$ cat config.mk
export PLATFORM = sky130hd
export DESIGN_NAME = mm_result_engine
export DESIGN_NICKNAME = d
export VERILOG_FILES = /design/src/rtl/mm_result_engine.sv
export SDC_FILE = /design/constraint.sdc
export NUM_CORES = 1
export LEC_CHECK = 0
export CAP_MARGIN = 30
export CORE_AREA = 2 2 156 158
export CTS_CLUSTER_SIZE = 16
export DETAILED_ROUTE_END_ITERATION = 8
export DIE_AREA = 0 0 158 160
export PLACE_DENSITY = 0.69
export SYNTH_ARGS = -nofsm -noshare
export SYNTH_HDL_FRONTEND = slang
export SYNTH_SLANG_ARGS = --single-unit
$ cat constraint.sdc
create_clock -name clock -period 6.4 [get_ports clock]
set_input_delay 1.6 -clock clock [delete_from_list [all_inputs] [get_ports clock]]
set_output_delay 1.6 -clock clock [all_outputs]
set_load 0.005 [all_outputs]
$ cat src/rtl/mm_result_engine.sv
// Result engine for the 2x2 matrix-multiply sequencer: captures operands, computes
// C = A x B through a two-stage pipeline and drains the results over valid/ready.
module mm_result_engine #(
    parameter int DATA_W = 8,
    localparam int RES_W = 2*DATA_W+1
) (
    input  logic              clock,
    input  logic              reset,
    input  logic              load_matrix,
    input  logic [3:0]        count,
    input  logic [2:0]        entry,
    input  logic              done,
    input  logic [DATA_W-1:0] data_in,
    output logic              res_valid,
    input  logic              res_ready,
    output logic [RES_W-1:0]  res_data,
    output logic [1:0]        res_index,
    output logic              unload_done,
    output logic              overrun
);
    localparam int PROD_W = 2*DATA_W;

    typedef enum logic [1:0] {S_IDLE, S_WAIT, S_UNLOAD} state_t;

    logic [DATA_W-1:0] opnd_q [8];
    logic [DATA_W-1:0] opnd_d [8];
    logic [RES_W-1:0]  c_q [4];
    logic [RES_W-1:0]  c_d [4];
    logic [2:0]        entry_q;
    logic              done_q;
    logic              s1_valid_q, s1_valid_d;
    logic [1:0]        s1_k_q, s1_k_d;
    logic [PROD_W-1:0] p0_q, p0_d, p1_q, p1_d;

    state_t            state_q;
    logic              res_valid_q;
    logic [1:0]        idx_q;
    logic              unload_done_q;
    logic              overrun_q;

    logic              write_en;
    logic              issue;
    logic [1:0]        issue_k;
    logic              done_rise;
    logic              pipe_empty;

    assign write_en   = load_matrix && (count < 4'd8);
    assign issue      = (entry >= 3'd1) && (entry <= 3'd4) && (entry != entry_q);
    assign issue_k    = 2'(entry - 3'd1);
    assign done_rise  = done && !done_q;
    assign pipe_empty = !s1_valid_q;

    // Slot map: A row i lives at slots 2i/2i+1, B row r column j at slot 4+2r+j.
    always_comb begin
        opnd_d = opnd_q;
        if (write_en) begin
            opnd_d[count[2:0]] = data_in;
        end

        s1_valid_d = issue;
        s1_k_d     = issue_k;
        p0_d       = PROD_W'(opnd_q[{1'b0, issue_k[1], 1'b0}]) * PROD_W'(opnd_q[{2'b10, issue_k[0]}]);
        p1_d       = PROD_W'(opnd_q[{1'b0, issue_k[1], 1'b1}]) * PROD_W'(opnd_q[{2'b11, issue_k[0]}]);

        c_d = c_q;
        if (s1_valid_q) begin
            c_d[s1_k_q] = RES_W'(p0_q) + RES_W'(p1_q);
        end
    end

    always_ff @(posedge clock or negedge reset) begin
        if (!reset) begin
            for (int i = 0; i < 8; i++) begin
                opnd_q[i] <= '0;
            end
            for (int i = 0; i < 4; i++) begin
                c_q[i] <= '0;
            end
            entry_q    <= '0;
            done_q     <= 1'b0;
            s1_valid_q <= 1'b0;
            s1_k_q     <= '0;
            p0_q       <= '0;
            p1_q       <= '0;
        end else begin
            opnd_q     <= opnd_d;
            c_q        <= c_d;
            entry_q    <= entry;
            done_q     <= done;
            s1_valid_q <= s1_valid_d;
            s1_k_q     <= s1_k_d;
            p0_q       <= p0_d;
            p1_q       <= p1_d;
        end
    end

    // A load during WAIT/UNLOAD aborts the unload; the next done edge restarts from C00.
    always_ff @(posedge clock or negedge reset) begin
        if (!reset) begin
            state_q       <= S_IDLE;
            res_valid_q   <= 1'b0;
            idx_q         <= '0;
            unload_done_q <= 1'b0;
            overrun_q     <= 1'b0;
        end else begin
            unload_done_q <= 1'b0;
            if (issue && state_q == S_UNLOAD) begin
                overrun_q <= 1'b1;
            end
            case (state_q)
                S_IDLE: begin
                    if (done_rise) begin
                        idx_q <= '0;
                        if (pipe_empty) begin
                            state_q     <= S_UNLOAD;
                            res_valid_q <= 1'b1;
                        end else begin
                            state_q <= S_WAIT;
                        end
                    end
                end
                S_WAIT: begin
                    if (load_matrix) begin
                        overrun_q   <= 1'b1;
                        res_valid_q <= 1'b0;
                        idx_q       <= '0;
                        state_q     <= S_IDLE;
                    end else if (pipe_empty) begin
                        state_q     <= S_UNLOAD;
                        res_valid_q <= 1'b1;
                        idx_q       <= '0;
                    end
                end
                S_UNLOAD: begin
                    if (load_matrix) begin
                        overrun_q   <= 1'b1;
                        res_valid_q <= 1'b0;
                        idx_q       <= '0;
                        state_q     <= S_IDLE;
                    end else if (res_valid_q && res_ready) begin
                        if (idx_q == 2'd3) begin
                            unload_done_q <= 1'b1;
                            res_valid_q   <= 1'b0;
                            idx_q         <= '0;
                            state_q       <= S_IDLE;
                        end else begin
                            idx_q <= idx_q + 2'd1;
                        end
                    end
                end
                default: begin
                    state_q     <= S_IDLE;
                    res_valid_q <= 1'b0;
                    idx_q       <= '0;
                end
            endcase
        end
    end

    assign res_valid   = res_valid_q;
    assign res_index   = idx_q;
    assign res_data    = res_valid_q ? c_q[idx_q] : '0;
    assign unload_done = unload_done_q;
    assign overrun     = overrun_q;
endmodule

==> run summary, run 1 <==
hold crit path type = register to register
RSZ-0062 raised after global routing = false
asr flop ratio synth = 1.000
n_diodes = 0
critical-path cell list = dlymetal6s2s_1 -> inv_2 -> ha_4 -> buf_6 -> buf_12 -> mux2i_4 -> or2_2 -> fa_1 -> fa_1 -> inv_1 -> fa_1 -> inv_1 -> fa_1 -> inv_1 -> ha_1 -> o31a_1 -> a31oi_1 -> o21ai_0 -> xor2_1
hold buffers post-CTS = 0
Post-Syn Area = 12090 sq um
Synthesized Nets = 1319
Tcrit/Tclk final = 0.9252
Core Rows = 57
die height = 160 microns
CP Launch Type = input pin
RR Endpoint = p1_q[14]$_DFF_PN0_
WHS Endpoint = c_q[63]$_DFFE_PN0P_
clk_skew = 18.66 ps
vias in the first global route = 8713
Die Footprint = 25280 sq um
CTS Buffer Depth = 2
Placer Congestion = 0.8616
global route total overflow = 0
Netlist cell types = 68
status = finished clean
final net count = 1447
clock sinks = 178
drt pass-1 iters = 4
DRT antenna net count = 0
CP endpoint kind = register
Iter 0 DRT Violations = 389
Hold Path Stages = 2
Core Region = 23820 sq um
first-pass GRT wire length = 42510 microns
commonest non-fill, non-tap cell in the layout = dfrtp_1
cell leakage power = 0.007024 uW
fmax = 0.1689 GHz
HPWL Detailed = 19180 microns
Multi-input gate area = 7224 sq um
Cell Pwr Density = 533.3 nW/um^2
Root Buffer = clkbuf_16
Final Hold Viols = 0
Primary FF master, synth = dfrtp_1
synthesized area per cell = 10.68 sq um
largest net degree at the start of global routing = 101
Crit Path Max Fanout = 5
YS warnings = 0
fill count = 2041
initial antenna violation count = 0
Reg area = 4454 sq um
critical path's slowest cell = fa_1
Mapped Cells = 1132
Worst EP arrival = 6220 ps
worst hold start = c_q[63]$_DFFE_PN0P_
DRC viols = 0
TritonCTS buffer count = 17
worst skew pair latency = 430 ps
Slew Limit Fails = 0
worst-case reg-to-reg path depth = 14
Worst Tran Pin Value = 918.5 ps
Port Buffers = 41
Synth Register Bits = 178
CTS tree = yes
Layout Utilization = 0.6020
Routed WL per cell = 15.91 microns
vias = 8374
Max Cap Viol = 0
r2r startpoint = opnd_q[10]$_DFFE_PN0P_
register area share after synthesis = 0.3685
Initial Util = 0.5075
Die X = 158 microns
Worst VDD drop = 0.0003080 V
CP Data Required Time = 6700 ps
Tmin final = 5921 ps
drt via density = 5.244
Routed WL = 25410 microns
P&R area growth vs syn = 18.62%
GRT Util Overall = 0.2114
r2r setup slk = 1890 ps
hold slack = 480.7 ps
most used cell, CP = fa_1
Critical Path Max Stage Delay = 550 ps
H-tree levels = 4
most frequent cells in the layout = dfrtp_1 (178), nor2_1 (121), inv_1 (121)
CTS clock-pin slew for the worst setup and hold paths = 80 ps
share of layout cells above drive strength 1 = 0.2310
Relative slew margins = 0.3877
WS Path Type = input pin to register
number of synthesized flops with an enable pin = 0
Final setup viols = 0
io pins = 42
[cells in the mapped netlist (all sizes together) (14+ instances only)]
cell type	n	area (sq um)
xor2	14	122.6
or2	29	181.4
and2	17	106.4
mux4	17	382.9
mux2i	38	380.4
fa	73	1461
nand2	96	365.3
ha	94	1176
o21ai	79	410.4
dfrtp	178	4454
xnor2	21	191.4
clkbuf	18	67.56
a21oi	30	165.2
nor2	123	464.2
inv	125	469.2
mux2	66	773.3
[metal layers]
layer	up-vias	wire, microns	global-route usage
li1	4053	-	-
met1	4168	11520	0.2848
met2	131	12890	0.3634
met5	-	0	0
met4	0	316	0.04791
met3	22	685	0.02958
[flip-flops by register name, indices dropped and copies added (netlist names), 2 cells and up]
register,flops
p1_q,16
entry_q,3
opnd_q,64
c_q,68
s1_k_q,2
state_q,2
p0_q,16
res_index,2
[kinds of logic (layout without fill, tap and decap cells)]
kind of cell,count (synthesis),after routing,synth area share
XOR/XNOR,35,35,0.02598
adder cells (fa/ha/maj),167,167,0.2182
AO/OA/AOI/OAI,166,166,0.08850
buffers and inverters,154,295,0.05062
multiplexers,121,121,0.1271
AND/OR/NAND/NOR,311,311,0.1211
flip-flops,178,178,0.3685
[layout make-up]
type                            count  area share
Clock buffer                       18     0.02993
Clock inverter                     14    0.009599
Multi-Input combinational cell    800      0.5038
Tap cell                          324     0.02827
Timing Repair Buffer              138     0.08499
Sequential cell                   178      0.3106
Inverter                          125     0.03272
[where the power goes]
| part | switching (uW) | total [uW] | internal, uW |
|---|---|---|---|
| Combinational | 2570 | 4870 | 2300 |
| Sequential | 227 | 1760 | 1530 |
| Clock | 499 | 1020 | 519 |
| Total | 3290 | 7650 | 4350 |
[worst max-delay path by stage]
stage	cells past startpoint	slack [ps]	to	start
after floorplan	20	3	p1_q[15]$_DFF_PN0_	entry[0]
after global placement	18	-320	p1_q[15]$_DFF_PN0_	entry[1]
after detailed placement	17	-400	p1_q[15]$_DFF_PN0_	entry[1]
after CTS	17	20	p1_q[15]$_DFF_PN0_	entry[1]
after global routing	19	280	p1_q[12]$_DFF_PN0_	entry[0]
final	19	480	p1_q[14]$_DFF_PN0_	entry[0]
[timing repair]
action | 4_1_cts | 5_1_grt
setup endpoints to repair | 0 | 11
setup buffers | 0 | 2
gates resized for setup | 0 | 21
hold endpoints to repair | 0 | 0
[worst max-delay path, delay by kind of cell]
family / cells / cell delay (ps)
adders and majority gates: 6 / 2610
AOI/OAI and AO/OA: 3 / 690
buffers and inverters: 7 / 660
and+or+nand+nor: 1 / 310
muxes: 1 / 190
xor gates and xnor gates: 1 / 150
[metrics by stage]
stage	setup WS [ps]	TNS [ps]	total power [uW]	instances	instance area (sq um)
after CTS	20.43	0	7532	1595	14210
after global routing	284.6	0	8407	1597	14340
after global placement	-320.2	-2591	6351	1562	13620
after detailed placement	-402.4	-3584	6447	1563	13650
after floorplan	2.714	0	4910	1132	12240
final	478.8	0	7647	1597	14340
Power figures use the tool's default switching activity.
==> inputs of run 2 (changes only) <==
--- a/config.mk
+++ b/config.mk
@@ -11,6 +11,7 @@
 export DETAILED_ROUTE_END_ITERATION = 8
 export DIE_AREA = 0 0 158 160
 export PLACE_DENSITY = 0.69
+export SKIP_CTS_REPAIR_TIMING = 1
 export SYNTH_ARGS = -nofsm -noshare
 export SYNTH_HDL_FRONTEND = slang
 export SYNTH_SLANG_ARGS = --single-unit
==> results of run 2 <==
Same layout as run 1: the final DEF is identical, and so are final timing and power.
==> inputs of run 3 (changes only) <==
==> constraint.sdc (replaced) <==
create_clock -name clock -period 6.85 [get_ports clock]
set_input_delay 1.7125 -clock clock [delete_from_list [all_inputs] [get_ports clock]]
set_output_delay 1.7125 -clock clock [all_outputs]
set_load 0.005 [all_outputs]
==> run 3 against run 2 <==
Against the previous run:
- sequential share of layout area grew 0.82 points
- via count shrank 0.67%
- cell count shrank 1.9%
- power shrank 11%
- flip-flop and latch count is the same
- critical path depth shrank 1
- first-iteration DRC count grew 22%
- largest power group unchanged
==> run summary, run 3 (same netlist as run 1, synthesis figures left out) <==
status = finished clean
Relative slew margins = 0.3828
Area after DPL = 13340 sq um
GRT Util Overall = 0.2129
Max Cap Viol = 0
met3 layer usage reported by global route = 0.03935
Tmin final = 6457 ps
Initial Util = 0.5075
GRT Max-Usage Layer = met2
post-route cell area = 13970 sq um
fmax = 0.1549 GHz
CP Launch Type = input pin
Core Region = 23820 sq um
Final Hold Viols = 0
drt via density = 5.308
DRC viols = 0
Placer Congestion = 0.8642
hold crit path type = register to register
Largest regs = c_q (68), opnd_q (64)
Sw Ratio = 0.4332
Port Buffers = 41
global route total overflow = 0
Top reg by flops = c_q
Routed WL per cell = 16.00 microns
final net count = 1417
CTS tree = yes
Internal Pwr Total = 3858 uW
first-pass GRT wire length = 42500 microns
share of layout cells above drive strength 1 = 0.1987
Tcrit/Tclk final = 0.9426
clock group share of total power = 0.153
io pins = 42
HPWL Detailed = 18850 microns
pre-CTS setup slack = -54.79 ps
initial antenna violation count = 1
drt pass-1 iters = 5
Gate power share = 0.607
die height = 160 microns
met2 GRT Util = 0.3615
CP Data Required Time = 7170 ps
DRT antenna net count = 0
vias in the first global route = 8560
vias = 8318
largest net degree at the start of global routing = 74
most frequent cells in the layout = dfrtp_1 (178), inv_1 (124), nor2_1 (122)
Cells after DPL = 1535
sequential power share = 0.241
CTS clock-pin slew for the worst setup and hold paths = 80 ps
Core Rows = 57
NetSw = 2949 uW
Crit Path Max Fanout = 16
worst skew pair latency = 450 ps
Final setup viols = 0
H-tree levels = 4
Layout Utilization = 0.5864
Cell Pwr Density = 487.3 nW/um^2
Slew Limit Fails = 0
P&R area growth vs syn = 15.56%
Worst EP arrival = 6780 ps
Worst VDD drop = 0.0002560 V
commonest non-fill, non-tap cell in the layout = dfrtp_1
n_diodes = 0
RSZ-0062 raised after global routing = false
WS Path Type = input pin to register
CTS Buffer Depth = 2
Final WS setup = 392.9 ps
Iter 0 DRT Violations = 474
cell leakage power = 0.006852 uW
Die X = 158 microns
Die Footprint = 25280 sq um
grt met1 use = 0.2832
max reg flops = 68
Non-Filler Instances = 1567
Worst Tran Pin Value = 925.9 ps
clock sinks = 178
hold slack = 479.1 ps
CP endpoint kind = register
Root Buffer = clkbuf_16
Routed WL = 25080 microns
TritonCTS buffer count = 17
clk_skew = 18.84 ps
[run 3: layer usage]
metal | part of all wire | up-vias
li1 | - | 3993
met5 | 0.00052 | -
met3 | 0.034 | 32
met1 | 0.45 | 4160
met4 | 0.014 | 2
met2 | 0.50 | 131
[run 3: power by group through the flow]
stage | combinational [uW] | sequential, uW | clock [uW]
5_1_grt | 4710 | 1680 | 1100
3_3_place_gp | 4050 | 1640 | 0
2_1_floorplan | 3000 | 1570 | 0
3_5_place_dp | 4140 | 1660 | 0
6_report | 4130 | 1640 | 1040
4_1_cts | 4180 | 1640 | 1050
[run 3: area by class of cell]
cell class / instances / area [sq um]
tap: 324 / 405.4
clock inverter: 15 / 200.2
multi-input combinational: 800 / 7079
clock buffer: 17 / 425.4
inverter: 125 / 469.2
sequential: 178 / 4454
timing repair buffer: 108 / 934.6
fill: 2010 / 9852
[run 3: path summary, 6_finish.rpt]
kind	end	cells past startpoint	start	slack, ps
max in group asynchronous	opnd_q[19]$_DFFE_PN0P_	2	reset	4250
setup reg to reg	p0_q[14]$_DFF_PN0_	15	opnd_q[28]$_DFFE_PN0P_	2270
setup / recovery	p1_q[15]$_DFF_PN0_	18	entry[0]	390
hold reg to reg	c_q[34]$_DFFE_PN0P_	2	c_q[34]$_DFFE_PN0P_	480
hold / removal	c_q[34]$_DFFE_PN0P_	2	c_q[34]$_DFFE_PN0P_	480
min in group asynchronous	c_q[59]$_DFFE_PN0P_	1	reset	1260
[run 3: metrics by stage]
| step | power, uW | setup TNS, ps |
|---|---|---|
| final | 6806 | 0 |
| after global routing | 7488 | 0 |
| after CTS | 6873 | 0 |
| after detailed placement | 5793 | -120.9 |
| after global placement | 5690 | -14.08 |
| after floorplan | 4568 | 0 |
[run 3: worst max-delay path: stages]
cell	delay, ps
clkdlybuf4s50_1	470
inv_1	60
ha_1	320
buf_12	200
mux2i_1	350
nor2_1	120
fa_1	500
fa_1	510
fa_1	540
inv_1	50
fa_1	530
inv_1	40
ha_1	290
or2_2	310
a31oi_1	220
a21oi_2	80
mux2i_1	140
a2111oi_2	330
